[src/rtl/rv_pipe_pkg.sv]
// rv_pipe_pkg: shared widths and types for the MEM/WB writeback and register-file slice.
package rv_pipe_pkg;
    localparam int XLEN_C  = 32;
    localparam int AW_C    = 5;
    localparam int NREGS_C = 32;
    typedef logic [AW_C-1:0]   reg_addr_t;
    typedef logic [XLEN_C-1:0] xword_t;
    localparam reg_addr_t REG_X0 = 5'd0;
endpackage

[src/rtl/load_scoreboard.sv]
// load_scoreboard: per-register pending-load bits and load-use stall compare.
// WB_BYPASS_EN: a bit cleared this cycle no longer contributes to the stall.
module load_scoreboard
    import rv_pipe_pkg::*;
#(
    parameter int NREGS = NREGS_C,
    parameter int AW    = AW_C
) (
    input  logic             clk,
    input  logic             rst,
    input  logic             issue,
    input  logic [AW-1:0]    set_idx,
    input  logic             clr_en,
    input  logic [AW-1:0]    clr_idx,
    input  logic [AW-1:0]    rs1,
    input  logic [AW-1:0]    rs2,
    output logic [NREGS-1:0] busy,
    output logic             stall
);
    logic [NREGS-1:0] set_mask;
    logic [NREGS-1:0] clr_mask;
    logic [NREGS-1:0] view;
    always_comb begin
        set_mask = '0;
        clr_mask = '0;
        if (issue && !stall && set_idx != '0) set_mask[set_idx] = 1'b1;
        if (clr_en && clr_idx != '0) clr_mask[clr_idx] = 1'b1;
`ifdef WB_BYPASS_EN
        view = busy & ~clr_mask;
`else
        view = busy;
`endif
        stall = (view[rs1] && rs1 != '0) || (view[rs2] && rs2 != '0);
    end
    // set applied after clear so a newer load to the same register stays pending
    always_ff @(posedge clk or posedge rst)
        if (rst) busy <= '0;
        else     busy <= (busy & ~clr_mask) | set_mask;
endmodule

[src/rtl/wb_regfile_scoreboard.sv]
// wb_regfile_scoreboard: MEM/WB consumer committing to a 32x32 register file with load scoreboard.
// WB_BYPASS_EN: reads matching a same-cycle writeback return wb_data_i.
module wb_regfile_scoreboard
    import rv_pipe_pkg::*;
#(
    parameter int XLEN  = XLEN_C,
    parameter int NREGS = NREGS_C,
    parameter int AW    = AW_C
) (
    input  logic             clk_i,
    input  logic             reset_i,
    input  logic [XLEN-1:0]  wb_data_i,
    input  logic             wb_reg_w_i,
    input  logic [AW-1:0]    wb_reg_d_i,
    input  logic             wb_mem_r_i,
    input  logic [AW-1:0]    rs1_addr_i,
    input  logic [AW-1:0]    rs2_addr_i,
    output logic [XLEN-1:0]  rs1_data_o,
    output logic [XLEN-1:0]  rs2_data_o,
    input  logic             ld_issue_i,
    input  logic [AW-1:0]    ld_rd_i,
    output logic             ld_stall_o,
    output logic [NREGS-1:0] busy_o
);
    logic [XLEN-1:0] regs [NREGS];
    logic            wb_valid;
    assign wb_valid = wb_reg_w_i && wb_reg_d_i != AW'(REG_X0);
    always_ff @(posedge clk_i or posedge reset_i)
        if (reset_i) for (int i = 0; i < NREGS; i++) regs[i] <= '0;
        else if (wb_valid) regs[wb_reg_d_i] <= wb_data_i;
    always_comb begin
`ifdef WB_BYPASS_EN
        rs1_data_o = (reset_i || rs1_addr_i == '0) ? '0 :
                     (wb_valid && wb_reg_d_i == rs1_addr_i) ? wb_data_i : regs[rs1_addr_i];
        rs2_data_o = (reset_i || rs2_addr_i == '0) ? '0 :
                     (wb_valid && wb_reg_d_i == rs2_addr_i) ? wb_data_i : regs[rs2_addr_i];
`else
        rs1_data_o = (reset_i || rs1_addr_i == '0) ? '0 : regs[rs1_addr_i];
        rs2_data_o = (reset_i || rs2_addr_i == '0) ? '0 : regs[rs2_addr_i];
`endif
    end
    load_scoreboard #(.NREGS(NREGS), .AW(AW)) u_sb (
        .clk     (clk_i),
        .rst     (reset_i),
        .issue   (ld_issue_i),
        .set_idx (ld_rd_i),
        .clr_en  (wb_reg_w_i && wb_mem_r_i),
        .clr_idx (wb_reg_d_i),
        .rs1     (rs1_addr_i),
        .rs2     (rs2_addr_i),
        .busy    (busy_o),
        .stall   (ld_stall_o)
    );
endmodule
[config.mk]
export PLATFORM = sky130hd
export DESIGN_NAME = wb_regfile_scoreboard
export DESIGN_NICKNAME = d
export VERILOG_FILES = /design/src/rtl/rv_pipe_pkg.sv /design/src/rtl/load_scoreboard.sv /design/src/rtl/wb_regfile_scoreboard.sv
export SDC_FILE = /design/constraint.sdc
export NUM_CORES = 2
export LEC_CHECK = 0
export ABC_AREA = 1
export CORE_MARGIN = 2
export CORE_UTILIZATION = 39
export CTS_CLUSTER_SIZE = 20
export DETAILED_ROUTE_END_ITERATION = 16
export PLACE_DENSITY = 0.61
export SLEW_MARGIN = 40
export SYNTH_ARGS = -nofsm -noshare
export SYNTH_HDL_FRONTEND = slang
export SYNTH_SLANG_ARGS = --single-unit
[constraint.sdc]
create_clock -name clk_i -period 31.8 [get_ports clk_i]
set_input_delay 3.18 -clock clk_i [delete_from_list [all_inputs] [get_ports clk_i]]
set_output_delay 3.18 -clock clk_i [all_outputs]
set_load 0.005 [all_outputs]
Word-level counts from Yosys, hierarchy flattened
Cells that the tools add are included.

word-level totals
  flip-flop bits (word level) = 1056
  input port bits = 57
  output and inout port bits = 97
  logic and storage cells = 90

cells by class
  order comparisons = 10
  muxes and demuxes = 21
  bitwise gates (word level) = 6
  reduce and logical (&&, ||, !) cells = 20

operators by type and width
  cell                                                                count
  bitwise mux 1024 bit                                                1
  binary-select mux 32 bit (select 5 bit)                             2
  2-to-1 mux 32 bit                                                   9
  demux 32 bit (select 5 bit)                                         1
  bitwise AND 32 bit                                                  1
  NOT 32 bit                                                          1
  bitwise OR 32 bit                                                   1
  < comparator 5 x 6 -> 1 bit (second input constant)                 4
  nonzero test 5 bit                                                  4
  greater-or-equal comparator 6 bit (second input constant)           3
  NOT 5 -> 6 bit                                                      3
  binary-select mux 1 bit (select 5 bit)                              2
  demux 1 bit (select 5 bit)                                          2
  greater-or-equal comparator 5 x 1 -> 1 bit (second input constant)  2
  logical AND 1 bit                                                   10
  zero test 5 bit                                                     2
  < comparator 6 x 1 -> 1 bit (second input constant)                 1
  2-to-1 mux 1 bit                                                    4
  logical OR 1 bit                                                    3
  zero test 1 bit                                                     1

Longest topological paths before layout
  word-level depth = 9
  gate-level depth with buffers = 13

Cells and area by module
A second synthesis with hierarchy kept.

unflattened totals
  cells, all modules = 8659
  area total of the unflattened synthesis = 59188.0 µm²

by module, submodules not included
  module                 times used  cells an instance  area each (µm²)
  wb_regfile_scoreboard  1           8265               56489.2
  load_scoreboard        1           394                2698.8

Worst setup path after synthesis
Ideal clock, no wire load.

  kind = input port to output port
  start = input reset_i
  end = output rs2_data_o[10]
  arrival time = 26187 ps
  data required time = 28620 ps
  setup slack = 2433 ps
  cell stages on the path = 6
  buffers on the path = 1
  cells stage by stage = inv_1 > nand2_1 > inv_1 > clkbuf_1 > nand2_1 > nor2_1

on the way
  longest elaborated chain between the ends = 2

ends and longest elaborated chain
  what               line                         text
  start, declared    wb_regfile_scoreboard.sv:11  input logic reset_i,
  logical OR 1 bit   wb_regfile_scoreboard.sv:39  rs2_data_o = (reset_i || rs2_addr_i == '0) ? '0 : regs[rs2_addr_i];
  2-to-1 mux 32 bit  wb_regfile_scoreboard.sv:39
  end, declared      wb_regfile_scoreboard.sv:19  output logic [XLEN-1:0] rs2_data_o,

Every way passes these cells.

Worst setup path in the final report
  start = input rs1_addr_i[0]
  end = output rs1_data_o[12]

on the way
  longest elaborated chain between the ends = 5

ends and longest elaborated chain
  what                                                  line                         text
  start, declared                                       wb_regfile_scoreboard.sv:16  input logic [AW-1:0] rs1_addr_i,
  NOT 5 -> 6 bit (not written as such)                  wb_regfile_scoreboard.sv:38  rs1_data_o = (reset_i || rs1_addr_i == '0) ? '0 : regs[rs1_addr_i];
  binary-select mux 32 bit (select 5 bit)               wb_regfile_scoreboard.sv:38
  2-to-1 mux 32 bit (not written as such) (2 in a row)  wb_regfile_scoreboard.sv:38
  2-to-1 mux 32 bit (*)                                 wb_regfile_scoreboard.sv:38
  end, declared                                         wb_regfile_scoreboard.sv:18  output logic [XLEN-1:0] rs1_data_o,

Every way passes the cells marked *; elsewhere a longest branch is shown, timed or not. The select of a mux whose other input is x is not followed.

==> metrics.cfg <==
[timing]
fmax_mhz=92.17
drv_slew=0
rsz0062_at_grt=no
finalHoldViolCount=0
tns_ns=0
finalCriticalPeriod_ns=10.85
worst_pin_slew_ns=0.9596
setup_viol=0
setup_ws_ns=20.95
relSlewSlack=0.3603
skew_ns=0.01660
holdWs_ns=0.3989
layout_worst_path_cycle_share=0.3412

[synth]
yosysSeqAreaShare=0.4638
ys_top_cells_by_area=dfrtp_1, o21ai_0, nand2_1, nor2_1, clkbuf_1
syn_area_per_cell_um2=7.448
yosysTopAreaCell=dfrtp_1
ys_ff_latch=1056
yosysUniqueCellTypes=33
syn-instance-count=7650
syn-num-nets=7707
syn_area_um2=56970
yosysWarningCount=0
post-synth-top-area-fraction=0.4638

[critical_path]
critical_path_required_ns=28.62
start_kind=input port
crit_type=in2out
slowest_delay_ns=0.66
crit_chain=buf_8 -> buf_12 -> buf_4 -> buf_4 -> buf_12 -> o21ai_0 -> o22ai_1 -> nand2_1 -> nand3_1 -> a31oi_1 -> nor2_1 -> clkdlybuf4s50_1
end_kind=output port
cp_max_fo=159
slowest_stage=buf_4
arrival_ns=7.67
rr_worst_depth=10

[routing]
drtIter0Drc=8472
vias=57180
route.antenna.remaining_nets=0
wl_per_cell_um=24.99
first_pass_iters=7
routed_wl_mm=231.6
vias_per_cell=6.169
drc_errors=0

[floorplanning]
dieWidth_um=386.2
core_area_um2=145400
start_util=0.3919
row_count=140
die_area_um2=149200
io_pins=154
fp.dieH_um=386.2

[clock_network]
insertion_delay_ns=0.75
tritoncts=done
cts_buffers=114
post_cts_resized=0
post-cts-setup-buffers=0
clk_pin_slew_ns=0.06
postCtsHoldBufs=0
h-tree-depth=3
cts_sinks=1056
cts_root_buf=clkbuf_16
clockBufferDepth=3

[layout]
fin_nets=7310
synthToLayoutAreaGrowth_pct=10.46
final_common_cell=o21ai_0
drive_gt1_frac=0.05362
fillCellCount=14640
stdcell_count=9269
mostFrequentLayoutCells=o21ai_0, nand2_1, nor2_1, dfrtp_1, nand3_1

[place]
gp_congestion=0.8534
io_buffers=153
place_inst=9049
hpwl_mm=118.6
dpl_worst_slack_ns=21.08

[run_status]
status=finished, final reports clean

[power]
powerDensity_nw_per_um2=62.64
power_mw=3.942
peakVddDrop_mv=0.04587
leakagePower_nw=27.17

[min_path]
min_path_cells=0
hp-class=reg2reg

[grt]
gr-total-overflow=0
antenna_found_initial=4
grt_pass1_wl_mm=344.8
grt_max_degree=160
grt_pass1_vias=53110
grt_usage=0.3049

[job]
drv_cap=0

==> synthesized netlist by cell type <==
master    instances
a211oi_1          2
a211oi_2          1
a21boi_0          1
a21oi_1         184
a21oi_2           3
a31oi_1          25
buf_1            26
buf_2           190
buf_4            40
buf_6            26
clkbuf_1        485
clkbuf_2          1
dfrtp_1        1056
inv_1           122
inv_2             6
mux2i_1          23
nand2_1        1529
nand2_2          21
nand3_1         205
nand3_2           1
nand4_1          40
nor2_1         1138
nor2_2            1
nor3_1            3
o211a_1           1
o211ai_1         96
o211ai_2          2
o21ai_0        1969
o21ai_1          92
o221ai_1        180
o22ai_1         171
o311ai_1          1
or2_2             9
==> layout make-up <==
cell class                 instances  area (um^2)  area share
clock inverter                    48        625.6    0.009941
inverter                         128        523.0    0.008310
sequential                      1056        26430      0.4199
antenna                            4        10.01   0.0001591
tap                             1917         2399     0.03811
timing repair buffer             255         2678     0.04255
clock buffer                     163         3383     0.05376
multi-input combinational       5698        26890      0.4273
==> through the flow <==
step | area, um^2 | util
global placement | 58420 | 0.4018
floorplan | 56980 | -
detailed placement | 58740 | 0.4040
finish | 62930 | 0.4329
CTS | 62750 | 0.4316
global route | 62930 | 0.4328
==> worst paths after layout <==
check / startpoint / endpoint / slack [ns]
worst max-delay path: rs1_addr_i[0] / rs1_data_o[12] / 20.95
worst min-delay path: regs[1016] / regs[1016] / 0.40
worst max register to register: u_sb.busy[16] / u_sb.busy[24] / 30.00
worst min register to register: regs[1016] / regs[1016] / 0.40
max in group asynchronous: reset_i / u_sb.busy[10] / 26.14
min in group asynchronous: reset_i / regs[653] / 2.78
==> metal layers <==
layer / vias to the layer above / routed length, um / GRT usage / share of wire
met5: - / 7 / 0 / 0.000030
met4: 2 / 9698 / 0.1207 / 0.042
met3: 642 / 29600 / 0.07630 / 0.13
li1: 25230 / - / - / -
met2: 3684 / 97770 / 0.4520 / 0.42
met1: 27630 / 94570 / 0.4258 / 0.41
==> report_power, final <==
group	internal, mW	switching, mW	leakage (nW)	total (mW)
Sequential	1.59	0.197	13.7	1.79
Combinational	0.266	0.442	11.4	0.709
Clock	0.857	0.591	2.00	1.45
==> flip-flops by register name (all words and copies together) (netlist names) <==
name,flops
regs,1024
u_sb.busy,32
==> kinds of logic after synthesis <==
logic type / share of synthesized area
simple gates: 0.2020
mux: 0.004041
buf+inv: 0.06929
flops: 0.4638
compound gates: 0.2609
==> worst max-delay path: cells and delay by family <==
family	cells	cell delay, ns
compound gates	3	0.44
buf+inv	6	3.14
simple gates	3	0.69
No activity file was read; power rests on OpenSTA's default activity.
